==> src/rtl/weight_enum8_if.sv <==
// weight_enum8_if: start/abort request side and valid/ready word stream of weight_enum8
interface weight_enum8_if;
  logic       start;
  logic [3:0] weight;
  logic       abort;
  logic       out_valid;
  logic       out_ready;
  logic [7:0] out_word;
  logic [6:0] out_index;
  logic       out_last;
  logic       busy;
  logic       err;
  modport master (
    output start, weight, abort, out_ready,
    input  out_valid, out_word, out_index, out_last, busy, err
  );
  modport slave (
    input  start, weight, abort, out_ready,
    output out_valid, out_word, out_index, out_last, busy, err
  );
endinterface

==> src/rtl/weight_enum8.sv <==
// weight_enum8: streams every 8-bit word of a requested popcount exactly once, in numeric order
module weight_enum8 #(
  parameter bit DESCENDING = 1'b0
) (
  input logic           clk,
  input logic           rst_n,
  weight_enum8_if.slave bus
);
  localparam logic [0:0] IDLE = 1'b0;
  localparam logic [0:0] EMIT = 1'b1;
  logic [0:0] state;
  logic [7:0] word;
  logic [7:0] nxt;
  logic [7:0] first;
  logic [6:0] idx;
  logic [6:0] last_idx;
  logic       err_q;
  logic       go;
  logic       fire;
  logic       last;
  // next larger word of equal popcount: bump the lowest 1-run, right-justify the leftover bits
  function automatic logic [7:0] succ(input logic [7:0] x);
    logic [7:0] c;
    logic [7:0] r;
    logic [3:0] tz;
    c  = x & (~x + 8'd1);
    r  = x + c;
    tz = 4'd0;
    for (int i = 7; i >= 0; i--) if (x[i]) tz = 4'(i);
    return r | ((x ^ r) >> (tz + 4'd2));
  endfunction
  function automatic logic [6:0] count_m1(input logic [3:0] w);
    case (w)
      4'd0, 4'd8: return 7'd0;
      4'd1, 4'd7: return 7'd7;
      4'd2, 4'd6: return 7'd27;
      4'd3, 4'd5: return 7'd55;
      default:    return 7'd69;
    endcase
  endfunction
  // complementing maps weight w onto 8-w and reverses order, so predecessor = ~succ(~x)
  assign nxt   = DESCENDING ? ~succ(~word) : succ(word);
  assign first = DESCENDING ? 8'hff << (4'd8 - bus.weight) : 8'hff >> (4'd8 - bus.weight);
  assign go    = state == IDLE && bus.start && bus.weight <= 4'd8;
  assign fire  = state == EMIT && bus.out_ready;
  assign last  = state == EMIT && idx == last_idx;
  assign bus.out_valid = state == EMIT;
  assign bus.busy      = state == EMIT;
  assign bus.out_word  = word;
  assign bus.out_index = idx;
  assign bus.out_last  = last;
  assign bus.err       = err_q;
  always_ff @(posedge clk or negedge rst_n)
    if (!rst_n) begin
      state    <= IDLE;
      word     <= '0;
      idx      <= '0;
      last_idx <= '0;
      err_q    <= 1'b0;
    end else begin
      err_q <= state == IDLE && bus.start && bus.weight > 4'd8;
      if (go) begin
        state    <= EMIT;
        word     <= first;
        idx      <= '0;
        last_idx <= count_m1(bus.weight);
      end else if (state == EMIT && (bus.abort || (fire && last))) state <= IDLE;
      else if (fire) begin
        word <= nxt;
        idx  <= idx + 7'd1;
      end
    end
endmodule
==> src/flat_wrapper.sv <==
// flat-port wrapper written by rule: the top's interface ports become plain ports
module weight_enum8_flat 
#(
  parameter bit DESCENDING = 1'b0
)
  (clk, rst_n, bus_start, bus_weight, bus_abort, bus_out_ready, bus_out_valid, bus_out_word, bus_out_index, bus_out_last, bus_busy, bus_err);
  weight_enum8_if bus_i ();
  input logic clk;
  input logic rst_n;
  input wire logic [$bits(bus_i.start)-1:0] bus_start;
  input wire logic [$bits(bus_i.weight)-1:0] bus_weight;
  input wire logic [$bits(bus_i.abort)-1:0] bus_abort;
  input wire logic [$bits(bus_i.out_ready)-1:0] bus_out_ready;
  output wire logic [$bits(bus_i.out_valid)-1:0] bus_out_valid;
  output wire logic [$bits(bus_i.out_word)-1:0] bus_out_word;
  output wire logic [$bits(bus_i.out_index)-1:0] bus_out_index;
  output wire logic [$bits(bus_i.out_last)-1:0] bus_out_last;
  output wire logic [$bits(bus_i.busy)-1:0] bus_busy;
  output wire logic [$bits(bus_i.err)-1:0] bus_err;
  assign bus_i.start = bus_start;
  assign bus_i.weight = bus_weight;
  assign bus_i.abort = bus_abort;
  assign bus_i.out_ready = bus_out_ready;
  assign bus_out_valid = bus_i.out_valid;
  assign bus_out_word = bus_i.out_word;
  assign bus_out_index = bus_i.out_index;
  assign bus_out_last = bus_i.out_last;
  assign bus_busy = bus_i.busy;
  assign bus_err = bus_i.err;
  weight_enum8 #(.DESCENDING(DESCENDING)) u_core (.clk(clk), .rst_n(rst_n), .bus(bus_i));
endmodule
==> config.mk <==
export PLATFORM = sky130hd
export DESIGN_NAME = weight_enum8_flat
export DESIGN_NICKNAME = d
export VERILOG_FILES = /design/src/rtl/weight_enum8_if.sv /design/src/rtl/weight_enum8.sv /design/src/flat_wrapper.sv
export SDC_FILE = /design/constraint.sdc
export NUM_CORES = 1
export LEC_CHECK = 0
export CAP_MARGIN = 15
export CORE_ASPECT_RATIO = 0.9
export CORE_MARGIN = 10
export CORE_UTILIZATION = 60
export DETAILED_ROUTE_END_ITERATION = 8
export DONT_BUFFER_PORTS = 1
export HOLD_SLACK_MARGIN = 0.05
export PLACE_DENSITY_LB_ADDON = 0.08
export SYNTH_ARGS = -nofsm -noshare
export SYNTH_HDL_FRONTEND = slang
export SYNTH_SLANG_ARGS = --single-unit
==> constraint.sdc <==
create_clock -name clk -period 3.8 [get_ports clk]
set_clock_uncertainty 0.2 [all_clocks]
set_input_delay 0.38 -clock clk [delete_from_list [all_inputs] [get_ports clk]]
set_output_delay 0.38 -clock clk [all_outputs]
set_load 0.005 [all_outputs]
Yosys cells after proc, flatten, opt, wreduce, memory -nomap -nowiden
Memories as Yosys holds them, arrays and structs flattened. A register that Yosys moved wholly into a read port is not among the register bits.
Index checks and enable logic that the tools add are counted.
{ "totals": {"reg_bits": 17, "rom_bits": 112, "in_bits": 9, "memories": 1} }
{ "op_classes": {"addsub": 5, "order_cmp": 2, "eq_ne": 2, "shift": 2, "muxes": 16, "bitwise_logic": 5, "n_reduce_logical": 12} }
{ "memory_table": {"columns": ["memory", "depth", "word_bits", "rd", "rd_ports_with_merged_regs", "wr", "line_no", "rtl"], "rows": [
  ["(name not given)", 16, 7, 1, 1, 0, "weight_enum8.sv:33", "case (w)"]
]} }
{ "op_table": {"columns": ["operator", "n"], "rows": [
  ["$mux 3", 8],
  ["$mux 8", 3],
  ["$mux 7", 3],
  ["$add 8x1->8 const B", 1],
  ["$add 8x8->8", 1],
  ["$and 8x8->8", 1],
  ["$not 8->8", 1],
  ["$or 8x8->8", 1],
  ["$shr 8x4->8", 1],
  ["$shr 8x4->8 const A", 1],
  ["$xor 8x8->8", 1],
  ["$add 7x1->7 const B", 1],
  ["$eq 7x7->1", 1],
  ["$logic_and 1x1->1", 7],
  ["$add 3x2->4 const B", 1],
  ["$gt 4x4->1 const B", 1],
  ["$le 4x4->1 const B", 1],
  ["$reduce_bool 2->1", 2],
  ["$sub 4x4->4 const A", 1],
  ["$mux 1", 2],
  ["$ne 2x1->1 const B", 1],
  ["$reduce_and 2->1", 1],
  ["$logic_not 1->1", 1],
  ["$logic_or 1x1->1", 1],
  ["$not 1->1", 1]
]} }

Longest topological paths before layout
{ "depth": {"word_depth": 14, "depth_mapped": 12} }

Least setup slack after synthesis
OpenSTA, ideal clock, no wires.
{ "synth_path": {"kind": "register -> register", "start": "register u_core.word[0] (netlist: u_core.bus.out_word[0])", "end": "register u_core.word[1] (netlist: u_core.bus.out_word[1])", "setup_time_ns": 0.083, "t_arrival_ns": 2.537, "t_required_ns": 3.517, "path_slack_ns": 0.980, "stages_incl_launch_ff": 13, "period_less_slack_ns": 2.820, "path_cell_list": "dfrtp_1 -> buf_6 -> or2_0 -> buf_2 -> or2_2 -> clkbuf_1 -> clkinv_1 -> ha_1 -> nor2_1 -> a21boi_0 -> o21ai_0 -> o22ai_1 -> o21ai_0"} }
{ "synth_via": {"elab_chain_cells": 10, "elab_cells_between_ends": 12, "cone_classes": "add/sub (3); shift (1); mux (4); bitwise (4)"} }
{ "synth_rtl": {"columns": ["item", "line_no", "rtl"], "rows": [
  ["start: declaration", "weight_enum8.sv:12", "logic [7:0] word;"],
  ["start signal: assignment", "weight_enum8.sv:64", "word <= first;"],
  ["start signal: assignment", "weight_enum8.sv:69", "word <= nxt;"],
  ["$not 8->8", "weight_enum8.sv:26", "c = x & (~x + 8'd1);"],
  ["$add 8x1->8", "weight_enum8.sv:26", null],
  ["$and 8x8->8", "weight_enum8.sv:26", null],
  ["$add 8x8->8", "weight_enum8.sv:27", "r = x + c;"],
  ["$xor 8x8->8", "weight_enum8.sv:30", "return r | ((x ^ r) >> (tz + 4'd2));"],
  ["$shr 8x4->8", "weight_enum8.sv:30", null],
  ["$or 8x8->8 *", "weight_enum8.sv:30", null],
  ["$mux 8 *", "weight_enum8.sv:68", "else if (fire) begin"],
  ["$mux 8 *", "weight_enum8.sv:67", "end else if (state == EMIT && (bus.abort || (fire && last))) state <= IDLE;"],
  ["$mux 8 *", "weight_enum8.sv:62", "if (go) begin"]
]} }
Every way passes the cells marked *; elsewhere a longest branch is shown, timed or not. The select of a mux whose other input is x is not followed.
A chain may end at the register's enable or synchronous reset.

Final worst setup path
{ "layout_path": {"start": "register u_core.word[1] (netlist: u_core.bus.out_word[1])", "end": "register u_core.word[1] (netlist: u_core.bus.out_word[1])"} }
The elaborated chain is that of the path after synthesis.

==> flow_metrics.env <==
export IMPL_async_flop_share_pct=100.0
export IMPL_synth_warnings=0
export IMPL_synthFlopType="dfrtp_1"
export IMPL_clock_latency_ps=310
export IMPL_grt_pass1_wl_mm=8.680
export IMPL_num_antenna_cells=0
export IMPL_cts_resized=0
export IMPL_dr_pass1_iters=5
export IMPL_clk_pin_slew_ps=130
export IMPL_end_kind="flop"
export IMPL_io_buffer_count=0
export IMPL_r2r_start="u_core.bus.out_word[1]"
export IMPL_start_kind="flop"
export IMPL_via_per_inst=6.746
export IMPL_syn_area_per_cell_sq_um=8.454
export IMPL_cpMaxStageDelayCell="dfrtp_1"
export IMPL_start_util_pct=62.30
export IMPL_setup_viol=0
export IMPL_tightest_slew_ps=820.7
export IMPL_clockBufferDepth=2
export IMPL_slowest_delay_ps=610
export IMPL_cts_buffers=3
export IMPL_hold_start="bus_weight[3]"
export IMPL_area_growth_pct=3.929
export IMPL_synth_cell_types=60
export IMPL_crit_path_start="u_core.bus.out_word[1]"
export IMPL_route_detailed_drc=0
export IMPL_crit_fanout=13
export IMPL_worstHoldPathType="primary input to flop"
export IMPL_die_h_um=73.54
export IMPL_leakage_nw=0.8385
export IMPL_syn_inst=226
export IMPL_finalCritPeriodShare_pct=90.83
export IMPL_cts_max_level=1
export IMPL_yosys_top_cells_area="dfrtp_1 31%, ha_1 5.9%, nor2_1 4.7%"
export IMPL_rows=19
export IMPL_power_density_nw_per_um2=633.7
export IMPL_dieArea_sq_um=5845
export IMPL_cts_tree="built"
export IMPL_max_freq_mhz=289.7
export IMPL_num_nets_final=242
export IMPL_fin_crit_ps=3451
export IMPL_tns_ps=0
export IMPL_fin_total_pwr_w=0.001258
export IMPL_crit_type="flop to flop"
export IMPL_synth_top_area_cell="dfrtp_1"
export IMPL_cts_root_buf="clkbuf_4"
export IMPL_grt_ovfl_total=0
export IMPL_worstPathArrival_ps=3490
export IMPL_vias=1781
export IMPL_grt_total_usage_pct=18.20
export IMPL_final_cell_mix="24 x nor2_1, 24 x dfrtp_1, 18 x nand2_1"
export IMPL_synth_top_area_share_pct=31.43
export IMPL_core_area_sq_um=3067
export IMPL_wl_mm=5.256
export IMPL_place_hpwl_mm=3.951
export IMPL_hold_slack_ps=87.01
export IMPL_grt_max_degree=25
export IMPL_worstPathRequired_ps=3840
export IMPL_slew_viol_final=0
export IMPL_cts_post_setup_buffers_inserted=0
export IMPL_postCtsHoldBufs=4
export IMPL_antenna_left=0
export IMPL_wl_per_cell_um=19.91
export IMPL_antenna_found_initial=0
export IMPL_yosys_register_bits=24
export IMPL_drt_iter0_markers=189
export IMPL_cts_sinks=24
export IMPL_syn_area_sq_um=1911
export IMPL_slew_headroom_pct=44.71
export IMPL_fillers=252
export IMPL_synth_edf_count=0
export IMPL_io_pin_count=28
export IMPL_drive_above_1_share_pct=9.009
export IMPL_status="finished clean"
export IMPL_max_cap_violations=0
export IMPL_rsz0062_at_grt="no"
export IMPL_grt_pass1_vias=1659
export IMPL_gp_congestion=0.9360
export IMPL_peakVddDrop_v=0.0004597
export IMPL_crit_top_cell="o21ai_0"
export IMPL_crit_chain="or2_0, or2_2, clkinv_1, ha_1, nor2_1, a21boi_0, o21ai_0, o22ai_1, o21ai_0"
export IMPL_synth_nets=244
export IMPL_die_width_um=79.48
export IMPL_finalHoldViolations=0
export IMPL_crit_family="simple AND/OR/NAND/NOR gates"
export IMPL_yosysSeqAreaShare_pct=31.43
export IMPL_crit_buf_inv=1
-- cells in the mapped netlist (all sizes together) (3+ instances only) --
cell type   n
dfrtp      24
nor2       24
nand2      18
a21oi      13
o21ai      12
clkbuf     10
inv        10
ha          9
nand4       8
xnor2       7
xor2        6
mux2i       5
nand2b      5
a221oi      4
buf         4
nand3       4
nor4        4
o31ai       4
or2         4
a22oi       3
a31oi       3
nor3        3
or3         3
-- worst register-to-register path, cell delays in order (launching register included) --
cell and delay (ps):
dfrtp_1 610, or2_0 520, or2_2 280, clkinv_1 200, ha_1 370, nor2_1 430, a21boi_0 160, o21ai_0 300
o22ai_1 140, o21ai_0 180
-- power by group --
group	switching [W]	internal (W)	leakage (nW)	total, W
Combinational	0.000417	0.000291	0.519	0.000708
Sequential	0.000129	0.000308	0.306	0.000438
Clock	0.0000757	0.0000371	0.0138	0.000113
Total	0.000622	0.000637	0.838	0.00126
-- routing by layer --
layer	vias to the layer above	global-route usage, %	part of all wire (%)
met3	15	6.463	13
met4	0	4.771	1.6
met2	112	26.39	42
met5	-	0	0
li1	820	-	-
met1	834	24.80	44
-- per-stage QoR --
stage / cells / worst slack [ps] / instance area (sq um) / util [%]
final: 264 / 348.6 / 1986 / 64.75
after global routing: 264 / 171.9 / 1986 / 64.75
after CTS: 263 / 446.4 / 1974 / 64.38
after detailed placement: 256 / 505.2 / 1912 / 62.34
after global placement: 256 / 746.4 / 1912 / 62.34
after floorplan: 226 / 980.2 / 1911 / -
-- registers in the layout, indices dropped and copies added (netlist names) --
register              cells
u_core.bus.err            1
u_core.bus.busy           1
u_core.last_idx           7
u_core.bus.out_word       8
u_core.bus.out_index      7
-- cells by family (layout without fill, tap and decap cells) --
family	Yosys count	after routing	synth area share, %
simple gates	82	82	22.66
compound gates	66	66	24.43
buf+inv	25	21	5.632
fa+ha+maj	9	9	5.894
xor+xnor	13	13	5.959
mux	7	7	3.995
flops	24	24	31.43
-- final cells by class --
class / instances / area [sq um] / share of cell area (%)
multi-input cells: 177 / 1202 / 60.55
flip-flops and latches: 24 / 600.6 / 30.25
repair buffers: 7 / 66.31 / 3.340
well taps: 42 / 52.55 / 2.647
inverters: 11 / 41.29 / 2.079
clock buffers: 3 / 22.52 / 1.134
-- worst paths after layout --
check	to	slack, ps	cells after the start
hold / removal	u_core.last_idx[2]	90	2
hold reg to reg	u_core.last_idx[5]	320	2
max in group asynchronous	u_core.last_idx[0]	2670	2
setup reg to reg	u_core.bus.out_word[1]	350	9
setup / recovery	u_core.bus.out_word[1]	350	9
min in group asynchronous	u_core.bus.out_index[4]	240	1
Note: power is estimated with default switching activity, not from simulation.
